==> config.mk <==
export PLATFORM = sky130hd
export DESIGN_NAME = hilo_move_seq
export DESIGN_NICKNAME = d
export VERILOG_FILES = /design/src/rtl/hilo_move_seq.sv
export SDC_FILE = /design/constraint.sdc
export NUM_CORES = 1
export LEC_CHECK = 0
export BUFFER_PORTS_ARGS = -buffer_cell sky130_fd_sc_hd__clkbuf_2
export CAP_MARGIN = 20
export CORE_MARGIN = 1
export CORE_UTILIZATION = 50
export CTS_CLUSTER_SIZE = 20
export DETAILED_ROUTE_END_ITERATION = 6
export GPL_TIMING_DRIVEN = 0
export HOLD_SLACK_MARGIN = 0.08
export PLACE_DENSITY_LB_ADDON = 0.3
export SKIP_CTS_REPAIR_TIMING = 1
export SLEW_MARGIN = 10
export SYNTH_ARGS = -nofsm -noshare
export SYNTH_HDL_FRONTEND = slang
export SYNTH_SLANG_ARGS = --single-unit
==> constraint.sdc <==
create_clock -name Clock -period 3.2 [get_ports Clock]
set_clock_uncertainty 0.1 [all_clocks]
set_input_delay 0 -clock Clock [delete_from_list [all_inputs] [get_ports Clock]]
set_output_delay 0 -clock Clock [all_outputs]
set_load 0.1 [all_outputs]
==> src/rtl/hilo_move_seq.sv <==
// hilo_move_seq: control sequencer for the HI/LO move instructions
// (MFHI, MFLO, MTHI, MTLO) and the MUL/DIV hand-off to an external
// multiply/divide unit. Fetch runs T0..T2, decode/execute runs T3 onward.
//
//   state  | meaning
//   -------+-----------------------------------------------------------
//   IDLE   | no instruction in flight, waiting for run
//   T0     | PC to MAR, PC+1 into Z
//   T1     | memory read into MDR (1+MEM_WAIT cycles), PC <- Z in first
//   T2     | MDR to IR
//   T3     | decode ir_op; move ops finish here, MUL/DIV latch Y
//   T4     | second operand out, single-cycle start to mul/div unit
//   MDWAIT | waiting for mdiv_done, bounded by MD_TIMEOUT cycles
//   T5     | Z low half into LO
//   T6     | Z high half into HI
//   HALT   | stopped (HALT opcode or error); only clear leaves
//
// ir_op is the opcode field of the IR register loaded in T2, so the T3
// decode depends only on registered values and the machine stays Moore.
module hilo_move_seq #(
    parameter int             OPW        = 5,
    parameter int             MEM_WAIT   = 1,
    parameter int             MD_TIMEOUT = 40,
    parameter logic [OPW-1:0] OP_MFHI    = OPW'(5'h18),
    parameter logic [OPW-1:0] OP_MFLO    = OPW'(5'h19),
    parameter logic [OPW-1:0] OP_MTHI    = OPW'(5'h1A),
    parameter logic [OPW-1:0] OP_MTLO    = OPW'(5'h1B),
    parameter logic [OPW-1:0] OP_MUL     = OPW'(5'h0E),
    parameter logic [OPW-1:0] OP_DIV     = OPW'(5'h0F),
    parameter logic [OPW-1:0] OP_HALT    = OPW'(5'h1F)
) (
    input  logic           Clock,
    input  logic           clear,
    input  logic           run,
    input  logic [OPW-1:0] ir_op,
    input  logic           mdiv_done,
    output logic           PCout,
    output logic           MARin,
    output logic           IncPC,
    output logic           Zhighin,
    output logic           Zlowin,
    output logic           Zhighout,
    output logic           Zlowout,
    output logic           PCin,
    output logic           Read,
    output logic           MDRin,
    output logic           MDRout,
    output logic           IRin,
    output logic           Gra,
    output logic           Grb,
    output logic           Rin,
    output logic           Rout,
    output logic           Yin,
    output logic           HIin,
    output logic           LOin,
    output logic           HIout,
    output logic           LOout,
    output logic           mdiv_start,
    output logic           busy,
    output logic [1:0]     err
);

    typedef enum logic [3:0] {
        S_IDLE,
        S_T0,
        S_T1,
        S_T2,
        S_T3,
        S_T4,
        S_MDWAIT,
        S_T5,
        S_T6,
        S_HALT
    } state_t;

    // T1 counter spans 0..MEM_WAIT; MDWAIT counter spans 0..MD_TIMEOUT-1.
    localparam int T1W = (MEM_WAIT > 0) ? $clog2(MEM_WAIT + 1) : 1;
    localparam int MDW = $clog2(MD_TIMEOUT);

    localparam logic [T1W-1:0] T1_LAST = T1W'(MEM_WAIT);
    localparam logic [MDW-1:0] MD_LAST = MDW'(MD_TIMEOUT - 1);

    localparam logic [1:0] ERR_NONE    = 2'b00;
    localparam logic [1:0] ERR_ILLEGAL = 2'b01;
    localparam logic [1:0] ERR_TIMEOUT = 2'b10;

    state_t         state;
    state_t         state_nx;
    logic [T1W-1:0] t1_cnt;
    logic [MDW-1:0] md_cnt;
    logic [1:0]     err_nx;

    // State, wait counters and sticky error; clear wins over everything.
    // Counters only advance while their state is held, so they read zero
    // on every state entry.
    always_ff @(posedge Clock) begin
        if (!clear) begin
            state  <= S_IDLE;
            t1_cnt <= '0;
            md_cnt <= '0;
            err    <= ERR_NONE;
        end else begin
            state  <= state_nx;
            t1_cnt <= (state == S_T1 && state_nx == S_T1) ? t1_cnt + 1'b1 : '0;
            md_cnt <= (state == S_MDWAIT && state_nx == S_MDWAIT) ? md_cnt + 1'b1 : '0;
            err    <= err_nx;
        end
    end

    // Next-state, error update and Moore strobe decode.
    always_comb begin
        state_nx   = state;
        err_nx     = err;
        PCout      = 1'b0;
        MARin      = 1'b0;
        IncPC      = 1'b0;
        Zhighin    = 1'b0;
        Zlowin     = 1'b0;
        Zhighout   = 1'b0;
        Zlowout    = 1'b0;
        PCin       = 1'b0;
        Read       = 1'b0;
        MDRin      = 1'b0;
        MDRout     = 1'b0;
        IRin       = 1'b0;
        Gra        = 1'b0;
        Grb        = 1'b0;
        Rin        = 1'b0;
        Rout       = 1'b0;
        Yin        = 1'b0;
        HIin       = 1'b0;
        LOin       = 1'b0;
        HIout      = 1'b0;
        LOout      = 1'b0;
        mdiv_start = 1'b0;
        busy       = 1'b1;

        case (state)
            S_IDLE: begin
                busy = 1'b0;
                if (run) state_nx = S_T0;
            end

            S_T0: begin
                PCout    = 1'b1;
                MARin    = 1'b1;
                IncPC    = 1'b1;
                Zhighin  = 1'b1;
                Zlowin   = 1'b1;
                state_nx = S_T1;
            end

            S_T1: begin
                Zlowout = 1'b1;
                Read    = 1'b1;
                MDRin   = 1'b1;
                PCin    = (t1_cnt == '0);
                if (t1_cnt == T1_LAST) state_nx = S_T2;
            end

            S_T2: begin
                MDRout   = 1'b1;
                IRin     = 1'b1;
                state_nx = S_T3;
            end

            S_T3: begin
                case (ir_op)
                    OP_MFHI: begin
                        HIout    = 1'b1;
                        Gra      = 1'b1;
                        Rin      = 1'b1;
                        state_nx = run ? S_T0 : S_IDLE;
                    end
                    OP_MFLO: begin
                        LOout    = 1'b1;
                        Gra      = 1'b1;
                        Rin      = 1'b1;
                        state_nx = run ? S_T0 : S_IDLE;
                    end
                    OP_MTHI: begin
                        Gra      = 1'b1;
                        Rout     = 1'b1;
                        HIin     = 1'b1;
                        state_nx = run ? S_T0 : S_IDLE;
                    end
                    OP_MTLO: begin
                        Gra      = 1'b1;
                        Rout     = 1'b1;
                        LOin     = 1'b1;
                        state_nx = run ? S_T0 : S_IDLE;
                    end
                    OP_MUL, OP_DIV: begin
                        Gra      = 1'b1;
                        Rout     = 1'b1;
                        Yin      = 1'b1;
                        state_nx = S_T4;
                    end
                    OP_HALT: begin
                        state_nx = S_HALT;
                    end
                    default: begin
                        err_nx   = ERR_ILLEGAL;
                        state_nx = S_HALT;
                    end
                endcase
            end

            S_T4: begin
                Grb        = 1'b1;
                Rout       = 1'b1;
                mdiv_start = 1'b1;
                state_nx   = S_MDWAIT;
            end

            // A done arriving on the last allowed cycle still counts.
            S_MDWAIT: begin
                if (mdiv_done) begin
                    state_nx = S_T5;
                end else if (md_cnt == MD_LAST) begin
                    err_nx   = ERR_TIMEOUT;
                    state_nx = S_HALT;
                end
            end

            S_T5: begin
                Zlowout  = 1'b1;
                LOin     = 1'b1;
                state_nx = S_T6;
            end

            S_T6: begin
                Zhighout = 1'b1;
                HIin     = 1'b1;
                state_nx = run ? S_T0 : S_IDLE;
            end

            S_HALT: begin
                busy = 1'b0;
            end

            default: begin
                busy     = 1'b0;
                state_nx = S_IDLE;
            end
        endcase
    end

endmodule

==> results of run 1 <==
==> power breakdown <==
group / leakage [nW] / switching, mW / internal, mW / total, mW
combinational: 0.394 / 0.132 / 0.0344 / 0.167
sequential: 0.105 / 0.00272 / 0.165 / 0.168
clock: 0.0177 / 0.0610 / 0.0465 / 0.108
==> cells by family (layout without fill, tap and decap cells) <==
family | after synthesis | in the layout | share of synthesized area [%]
adder cells (fa/ha/maj) | 1 | 1 | 1.460
multiplexers | 1 | 1 | 1.168
AND/OR/NAND/NOR | 53 | 53 | 33.58
XOR/XNOR | 5 | 5 | 5.110
flip-flops | 13 | 13 | 30.37
buffers and inverters | 19 | 59 | 11.68
AO/OA/AOI/OAI | 20 | 20 | 16.64
==> sequential cells by signal, summed over array words and instances, names as in the netlist <==
signal	cells
md_cnt	6
state	4
err	2
t1_cnt	1
==> cells in the mapped netlist, drive strengths merged <==
cell	instances
or3	1
and2	2
xnor2	3
nand3b	1
o211a	1
or4	1
a211oi	1
nand4b	2
and4b	1
nand2b	4
a21boi	1
buf	9
xor2	2
nand2	6
o21ai	3
a311oi	1
o311a	1
a21oi	4
mux2i	1
o32ai	1
dfxtp	13
nor4	3
nor3	6
nor2	15
and3b	1
o41ai	1
a31oi	1
o211ai	1
o21a	1
nand4	1
or4b	1
nor2b	3
inv	5
clkbuf	5
nand3	3
a41o	1
ha	1
or2	1
nor4b	1
o31ai	2
==> metrics by stage <==
stage | util [%] | hold slack, ps | total power [mW] | setup slack, ps | instance area, sq um
CTS | 71.43 | -100.2 | 0.4384 | 1023 | 1114
global placement | 69.66 | 188.0 | 0.3329 | 1229 | 1086
floorplan | - | 21.71 | 0.3079 | 50.66 | 900.9
detailed placement | 69.66 | 195.7 | 0.3352 | 1211 | 1086
global route | 73.35 | 132.1 | 0.4598 | 585.8 | 1144
finish | 73.35 | 75.69 | 0.4418 | 659.0 | 1144
==> how the worst max path moves through the flow <==
stage              from         to  slack, ps  cells past startpoint
6_report       state[2]     err[0]        660                      6
5_1_grt        state[2]     err[0]        590                      6
4_1_cts        state[2]      LOout       1020                      5
3_5_place_dp   state[1]  md_cnt[4]       1210                      6
3_3_place_gp   state[2]     err[1]       1230                      5
2_1_floorplan  state[2]      LOout         50                      4
==> routing by layer <==
layer	vias to the layer above	part of all wire, %	wire [um]	track usage, %
met5	-	0	0	0
met4	0	0.51	11	6.875
met3	2	4.9	105	6.250
met2	32	49	1056	40.30
met1	449	45	973	30.13
li1	473	-	-	-
==> area by class of cell <==
| class | count | share of cell area (%) |
|---|---|---|
| sequential | 13 | 22.76 |
| inverter | 5 | 1.641 |
| tap | 16 | 1.751 |
| buffer | 14 | 7.112 |
| clock buffer | 3 | 1.969 |
| multi-input combinational | 80 | 47.26 |
| timing repair buffer | 36 | 17.07 |
| clock inverter | 1 | 0.4376 |
==> worst max-delay path, stage by stage (launching register included) <==
cell and delay, ps:
dfxtp_1 430, or4b_1 460, buf_2 180, or3_1 380, a41o_1 230, a21boi_1 120, dlygate4sd3_1 570
==> impl_results.md, run 1 <==
* Placed cells at 161
* Initial antenna violation count at 0
* Seq cells post-synth at 13
* IO Count at 34
* FILL cells at 119
* Die Area at 0.001884 sq mm
* Routed wire per std cell at 12.78 um
* Multi-input gate area at 540.5 sq um
* Final Hold Viols at 0
* Die H at 43.40 um
* HP Start: run
* Register area at 260.3 sq um
* RSZ-0062 raised after global routing: false
* DRC viols at 4
* Global-route wire length before repair at 3374 um
* Max Cap Viol at 0
* Die width at 43.40 um
* Fin Setup TNS at 0 ps
* Reg2reg end: err[0]
* Port bufs at 33
* Clock sinks at 13
* Yosys top cell area share at 30.36%
* Register area share after synthesis at 30.36%
* CTS tree: yes
* Leak at 0.5165 nW
* Vias in the first global route at 816
* Post-synth top area cell: dfxtp_1
* Setup crit end kind: register
* Antenna-violating nets left at 0
* R2r worst-path depth at 6
* Via count at 956
* Overflow after GRT at 0
* Most frequent cells in the layout: clkbuf_2, nor2_1, dfxtp_1
* Worst slew margin at 63.45%
* 1st-pass router iterations at 6
* Clock latency on the worst-skew pair at 290 ps
* Min cycle time layout at 2541 ps
* Net count, final at 163
* Mapped Cells at 112
* FMAX at 393.5 MHz
* Crit-path max FO at 6
* Row count at 14
* WS Path Type: register to register
* CTS buffer count at 3
* CTS Root Cell: clkbuf_4
* CTS Buffer Depth at 2
* GRT Total Usage at 23.91%
* Final setup fails at 0
* Htree depth at 1
* 1st-iter DRT viols at 32
* PwrDens at 386.3 mW/mm^2
* Cells on Worst Hold Path at 5
* Max VDD drop at 0.0002976 V
* Worst EP required at 3330 ps
* Reg2reg setup slack at 660 ps
* Mean area per synthesized cell at 7.652 sq um
* Worst path arrival time at 2670 ps
* Core ar. at 0.001559 sq mm
* Mapped Area at 857.1 sq um
* Crit share post-route at 79.41%
* Diode count at 0
* Crit path launch type: register
* Dpl hpwl at 1628 um
* YS warnings at 0
* Largest net degree at the start of global routing at 11
* Syn Nets at 122
* Post-Layout Cell Count at 168
* Area growth syn-to-layout at 33.43%
* Most common cell after layout, fill and taps aside: clkbuf_2
* Area contributors post-synth: dfxtp_1, nor2_1, buf_4
* Drt via density at 5.690
* Hold Path Class: primary input to register
* Status: complete, but fails checks
* R2R Path Start: state[2]
* Failing checks: DRC
* Fin. max-slew vios at 0
* Hold path endpoint: state[0]
* Clock transition at path regs at 90 ps
* Initial Util at 54.98%
* Gpl congestion at 0.8896
* Worst Max-Slew Pin Slew at 550.6 ps
* Post-synth cell types at 41
* Routed WL at 2147 um
* Share of cells above drive strength 1 at 36.18%
Power figures use the tool's default switching activity.
==> inputs of run 2 (changes only) <==
ABC_AREA = 1   (was default)
CORE_UTILIZATION = 43   (was 50)
clock period = 2.3 ns   (was 3.2 ns; I/O delays follow)
==> impl_results.md, run 2 <==
* Port bufs at 33 (unchanged)
* Overflow after GRT at 0 (unchanged)
* Tot Pwr at 635.0 uW (+44%)
* Initial antenna violation count at 0 (unchanged)
* Die H at 48.18 um (+11%)
* Yosys top cell area share at 28.38% (-2.0 points)
* GRT Total Usage at 19.33% (-4.6 points)
* Vias in the first global route at 779 (-4.5%)
* Dpl hpwl at 1654 um (+1.6%)
* Syn Nets at 150 (+23%)
* FILL cells at 194 (+63%)
* Mapped Area at 917.1 sq um (+7.0%)
* Routed wire per std cell at 9.553 um (-25%)
* CTS tree: yes
* Die Area at 0.002321 sq mm (+23%)
* 1st-iter DRT viols at 22 (-31%)
* Switching fraction of total power at 45.02% (+0.65 points)
* Most frequent cells in the layout: clkbuf_2, nand2_1, inv_1
* Antenna-violating nets left at 0 (unchanged)
* CTS Root Cell: clkbuf_4
* Hold Path Class: primary input to register
* Status: complete, no violations
* Most common cell after layout, fill and taps aside: clkbuf_2
* Core ar. at 0.001982 sq mm (+27%)
* Switch Pwr at 285.9 uW (+46%)
* EDFF count, synth at 0 (unchanged)
* Clock transition at path regs at 80 ps (about the same)
* Mapped Cells at 140 (+25%)
* Routed WL at 1968 um (-8.3%)
* Worst path arrival time at 1930 ps (-740 ps)
* Crit share post-route at 88.16%
* Diode count at 0 (unchanged)
* Gpl congestion at 0.8527 (-4.1%)
* Register area share after synthesis at 28.38% (-2.0 points)
* 1st-pass router iterations at 4 (-2)
* Top post-synthesis cells by count: nand2_1, inv_1, nor2_1, nand3_1, dfxtp_1
* Post-Layout Cell Count at 206 (+23%)
* Largest Register: md_cnt
* Area growth syn-to-layout at 32.74%
* Largest net degree at the start of global routing at 8 (-3)
* Seq cells post-synth at 13 (unchanged)
* Worst EP required at 2200 ps (-1130 ps)
* Htree depth at 1 (unchanged)
* Clock latency on the worst-skew pair at 280 ps (about the same)
* Comb power frac at 39.9% (+2.2 points)
* Worst slew margin at 63.82% (+0.37 points)
* Max Cap Viol at 0 (unchanged)
* Crit-path max FO at 7 (+1)
* Worst Max-Slew Pin Slew at 545.0 ps (-5.582 ps)
* Most frequent cell after synthesis: nand2_1
* Clock sinks at 13 (unchanged)
* Drt via density at 4.665 (-18%)
* WS Path Type: register to primary output
* Post-synth cell types at 21 (-49%)
* Asr flop ratio synth at 0% (unchanged)
* PwrDens at 521.6 mW/mm^2 (+35%)
* RSZ-0062 raised after global routing: false
* Share of cells above drive strength 1 at 43.02% (+6.8 points)
* Final Hold Viols at 0 (unchanged)
* Internal at 349.1 uW (+42%)
* FMAX at 493.2 MHz
* Sequential Power Share at 37.7% (-0.2 points)
* Fin Setup TNS at 0 ps (unchanged)
* CTS Buffer Depth at 2 (unchanged)
* Commonest register cell after synthesis: dfxtp_1
* Final setup fails at 0 (unchanged)
* Setup crit end kind: primary output
* IO Count at 34 (unchanged)
* Area contributors post-synth: dfxtp_1, nand2_1, inv_1
* YS warnings at 0 (unchanged)
* Post-synth top area cell: dfxtp_1
* Crit path launch type: register
* Min cycle time layout at 2028 ps
* Leak at 0.6368 nW (+23%)
* Reg2reg setup slack at 620 ps (-40 ps)
* Number of flip-flops in the largest register at 6 (unchanged)
* Net count, final at 190 (+17%)
* Via count at 961 (+0.52%)
* Fin. max-slew vios at 0 (unchanged)
* Max VDD drop at 0.0003735 V (+26%)
* Placed cells at 200 (+24%)
* Biggest registers after layout: md_cnt x6, state x4, err x2
* CTS buffer count at 3 (unchanged)
* Die width at 48.18 um (+11%)
* Fin util at 61.43% (-12 points)
* DRC viols at 0 (-4)
* Global-route wire length before repair at 3118 um (-7.6%)
* Clk network pwr share at 22.4% (-1.9 points)
* Row count at 16 (+2)
* Initial Util at 46.28% (-8.7 points)
* Mean area per synthesized cell at 6.551 sq um (-14%)
==> run 2: power by group through the flow <==
stage               clock network, mW  registers (mW)  logic (mW)
floorplan                           0           0.246       0.214
global placement                    0           0.245       0.249
detailed placement                  0           0.245       0.252
CTS                             0.145           0.240       0.252
global route                    0.155           0.240       0.271
finish                          0.142           0.239       0.254
==> run 2: layout make-up <==
class / instances / area [sq um] / share of cell area (%)
tap: 27 / 33.78 / 2.775
sequential: 13 / 265.3 / 21.79
inverter: 26 / 105.1 / 8.633
timing repair buffer: 35 / 185.2 / 15.21
clock buffer: 4 / 26.28 / 2.158
buffer: 7 / 52.55 / 4.317
multi-input combinational: 94 / 549.3 / 45.12
==> run 2: critical path, cell delays in order (launching register included) <==
cell and delay, ps:
dfxtp_1 360, inv_2 110, nand2_2 100, nor2_4 180, inv_2 70, nor3_4 210, inv_2 80, nor2_4 90
clkbuf_2 450
==> run 2: path summary, 6_finish.rpt <==
| path | startpoint | end | cells past startpoint |
|---|---|---|---|
| hold / removal | run | state[0] | 7 |
| setup / recovery | state[3] | LOout | 8 |
| setup reg to reg | md_cnt[0] | md_cnt[2] | 10 |
| hold reg to reg | t1_cnt | t1_cnt | 1 |
==> run 2: metal layers <==
metal  track usage [%]  vias up  wire, um
met5                 0        -         0
met4             8.333        0        27
met3             2.222        4        69
met1             25.23      426       929
li1                  -      505         -
met2             32.00       26       942
==> run 2: cell families (layout without fill, tap and decap cells) <==
group	after synthesis	count (layout)	share of synthesized area, %
adders and majority gates	1	1	1.364
DFF	13	13	28.38
AOI/OAI and AO/OA	7	7	4.366
xor gates and xnor gates	4	4	3.821
buffers and inverters	33	72	16.37
and+or+nand+nor	82	82	45.70
==> run 2: stage by stage <==
stage	worst slack (ps)	instance area [sq um]	hold WS, ps
floorplan	-304.8	972.2	8.975
global placement	605.5	1171	169.8
detailed placement	558.4	1171	170.6
CTS	256.5	1197	-126.0
global route	158.1	1217	91.18
finish	272.3	1217	63.09
==> inputs of run 3 (changes only) <==
==> constraint.sdc (replaced) <==
create_clock -name Clock -period 2.3 [get_ports Clock]
set_clock_uncertainty 0.1 [all_clocks]
set_input_delay 0.23 -clock Clock [delete_from_list [all_inputs] [get_ports Clock]]
set_output_delay 0.23 -clock Clock [all_outputs]
set_load 0.1 [all_outputs]
==> impl_results.md, run 3 (synthesis results as in run 2) <==
* Initial antenna violation count at 0 (unchanged)
* Register area at 262.8 sq um (-0.94%)
* R2R Path Start: md_cnt[0]
* Global-route wire length before repair at 3105 um (-0.42%)
* CTS buffer count at 3 (unchanged)
* Leak at 0.6322 nW (-0.72%)
* Vias in the first global route at 796 (+2.2%)
* Most common cell after layout, fill and taps aside: clkbuf_2
* Setup crit end kind: primary output
* Clock transition at path regs at 80 ps (about the same)
* Clk network pwr share at 22.1% (-0.3 points)
* DR WL met2 at 908 um (-3.6%)
* WS Path Type: register to primary output
* Drt via density at 4.676 (+0.24%)
* CTS Root Cell: clkbuf_4
* Share of cells above drive strength 1 at 44.07% (+1.1 points)
* Initial Util at 46.28% (unchanged)
* Worst Max-Slew Pin Slew at 543.1 ps (-1.880 ps)
* Tot Pwr at 632.1 uW (-0.46%)
* Net count, final at 188 (-1.1%)
* Final Hold Viols at 0 (unchanged)
* R2r worst-path depth at 10 (unchanged)
* Most frequent cells in the layout: clkbuf_2, nand2_1, inv_1
* PwrDens at 518.7 mW/mm^2 (-0.56%)
* Max Cap Viol at 0 (unchanged)
* Uppermost layer routed: met4
* Die H at 48.18 um (unchanged)
* FMAX at 463.7 MHz (-6.0%)
* Crit path launch type: register
* Die width at 48.18 um (unchanged)
* Met1 Wirelength at 868 um (-6.6%)
* Fin. max-slew vios at 0 (unchanged)
* Routed WL at 1932 um (-1.8%)
* Htree depth at 1 (unchanged)
* Worst path arrival time at 1830 ps (-100 ps)
* Largest net degree at the start of global routing at 8 (unchanged)
* Switch Pwr at 284.7 uW (-0.43%)
* CTS tree: yes
* GRT Total Usage at 19.33% (unchanged)
* Multi-input gate area at 570.5 sq um (+3.9%)
* Biggest registers after layout: md_cnt x6, state x4, err x2
* 1st-iter DRT viols at 33 (+50%)
* Number of flip-flops in the largest register at 6 (unchanged)
* Area growth syn-to-layout at 32.88%
* Internal at 347.4 uW (-0.48%)
* Max VDD drop at 0.0003182 V (-15%)
* Crit path to: LOout
* Reg2reg end: md_cnt[4]
* Worst EP required at 1970 ps (-230 ps)
* Row count at 16 (unchanged)
* Via count at 954 (-0.73%)
* Gpl congestion at 0.8560 (+0.39%)
* 1st-pass router iterations at 4 (unchanged)
* Port bufs at 33 (unchanged)
* Die Area at 0.002321 sq mm (unchanged)
* Comb power frac at 40.0% (about the same)
* CTS Buffer Depth at 2 (unchanged)
* Antenna-violating nets left at 0 (unchanged)
* Overflow after GRT at 0 (unchanged)
* Status: complete, no violations
* Crit share post-route at 93.77% (+5.6 points)
* HP Start: clear
* Clock sinks at 13 (unchanged)
* Final setup fails at 0 (unchanged)
* Diode count at 0 (unchanged)
* Reg2reg setup slack at 630 ps (about the same)
* Worst slew margin at 63.95% (+0.12 points)
* Dpl hpwl at 1636 um (-1.1%)
* FILL cells at 199 (+2.6%)
* Fin Setup TNS at 0 ps (unchanged)
* RSZ-0062 raised after global routing: false
* Core ar. at 0.001982 sq mm (unchanged)
* IO Count at 34 (unchanged)
* Fin util at 61.49% (+0.063 points)
* DRC viols at 0 (unchanged)
* Sequential Power Share at 37.9% (+0.2 points)
* Switching fraction of total power at 45.04% (about the same)
* Crit path launch: state[0]
* Hold Path Class: primary input to register
* Largest Register: md_cnt
* Min cycle time layout at 2157 ps (+129.0 ps)
* Routed wire per std cell at 9.471 um (-0.87%)
* Crit-path max FO at 7 (unchanged)
* Met3 wire length at 117 um (+70%)
* Clock latency on the worst-skew pair at 280 ps (about the same)
## run 3: cell types whose count changed in the layout (fill, tap and decap cells not counted), moves of 2 or more
cell | before | now
clkbuf_2 | 33 | 31
nor3_2 | 2 | 0
nor2_4 | 6 | 8
nor3_4 | 1 | 3
dlygate4sd3_1 | 2 | 0
clkbuf_4 | 3 | 5
nor2_2 | 10 | 8
## run 3: metal layers
layer | up-vias | GRT usage, %
li1 | 503 | -
met3 | 5 | 3.333
met4 | 0 | 8.333
met2 | 37 | 31.47
met1 | 409 | 25.00
met5 | - | 0
## run 3: worst min-delay path by stage
| stage | cells after the start | endpoint |
|---|---|---|
| floorplan | 2 | err[0] |
| global placement | 1 | md_cnt[0] |
| detailed placement | 1 | md_cnt[0] |
| CTS | 3 | err[0] |
| global route | 3 | err[0] |
| finish | 3 | err[0] |
## run 3: layout make-up
cell class | instances | area share, %
Inverter | 26 | 8.419
Sequential cell | 13 | 21.56
Buffer | 7 | 4.312
Tap cell | 27 | 2.772
Clock buffer | 4 | 2.156
Timing Repair Buffer | 33 | 13.96
Multi-Input combinational cell | 94 | 46.82
## run 3: power groups by stage
stage | Combinational, mW | Clock (mW) | Sequential, mW
finish | 0.253 | 0.140 | 0.240
global route | 0.269 | 0.153 | 0.241
CTS | 0.254 | 0.146 | 0.240
detailed placement | 0.254 | 0 | 0.245
global placement | 0.252 | 0 | 0.245
floorplan | 0.216 | 0 | 0.246
## run 3: through the flow
| stage | area [sq um] | instances | setup WS, ps | hold slack, ps |
|---|---|---|---|---|
| 6_report | 1219 | 204 | 143.3 | 111.9 |
| 3_5_place_dp | 1187 | 200 | 316.2 | 342.6 |
| 5_1_grt | 1219 | 204 | 14.55 | 134.9 |
| 2_1_floorplan | 988.4 | 140 | -313.3 | 250.5 |
| 4_1_cts | 1214 | 204 | -0.5256 | 104.8 |
| 3_3_place_gp | 1187 | 200 | 323.5 | 339.9 |
## run 3: worst max-delay path, stage by stage (launching register included)
cell,delay [ps]
dfxtp_2,370
inv_4,120
nand2_2,80
nor2_4,190
inv_2,80
nor3_4,200
inv_2,90
nor2_4,90
clkbuf_4,320
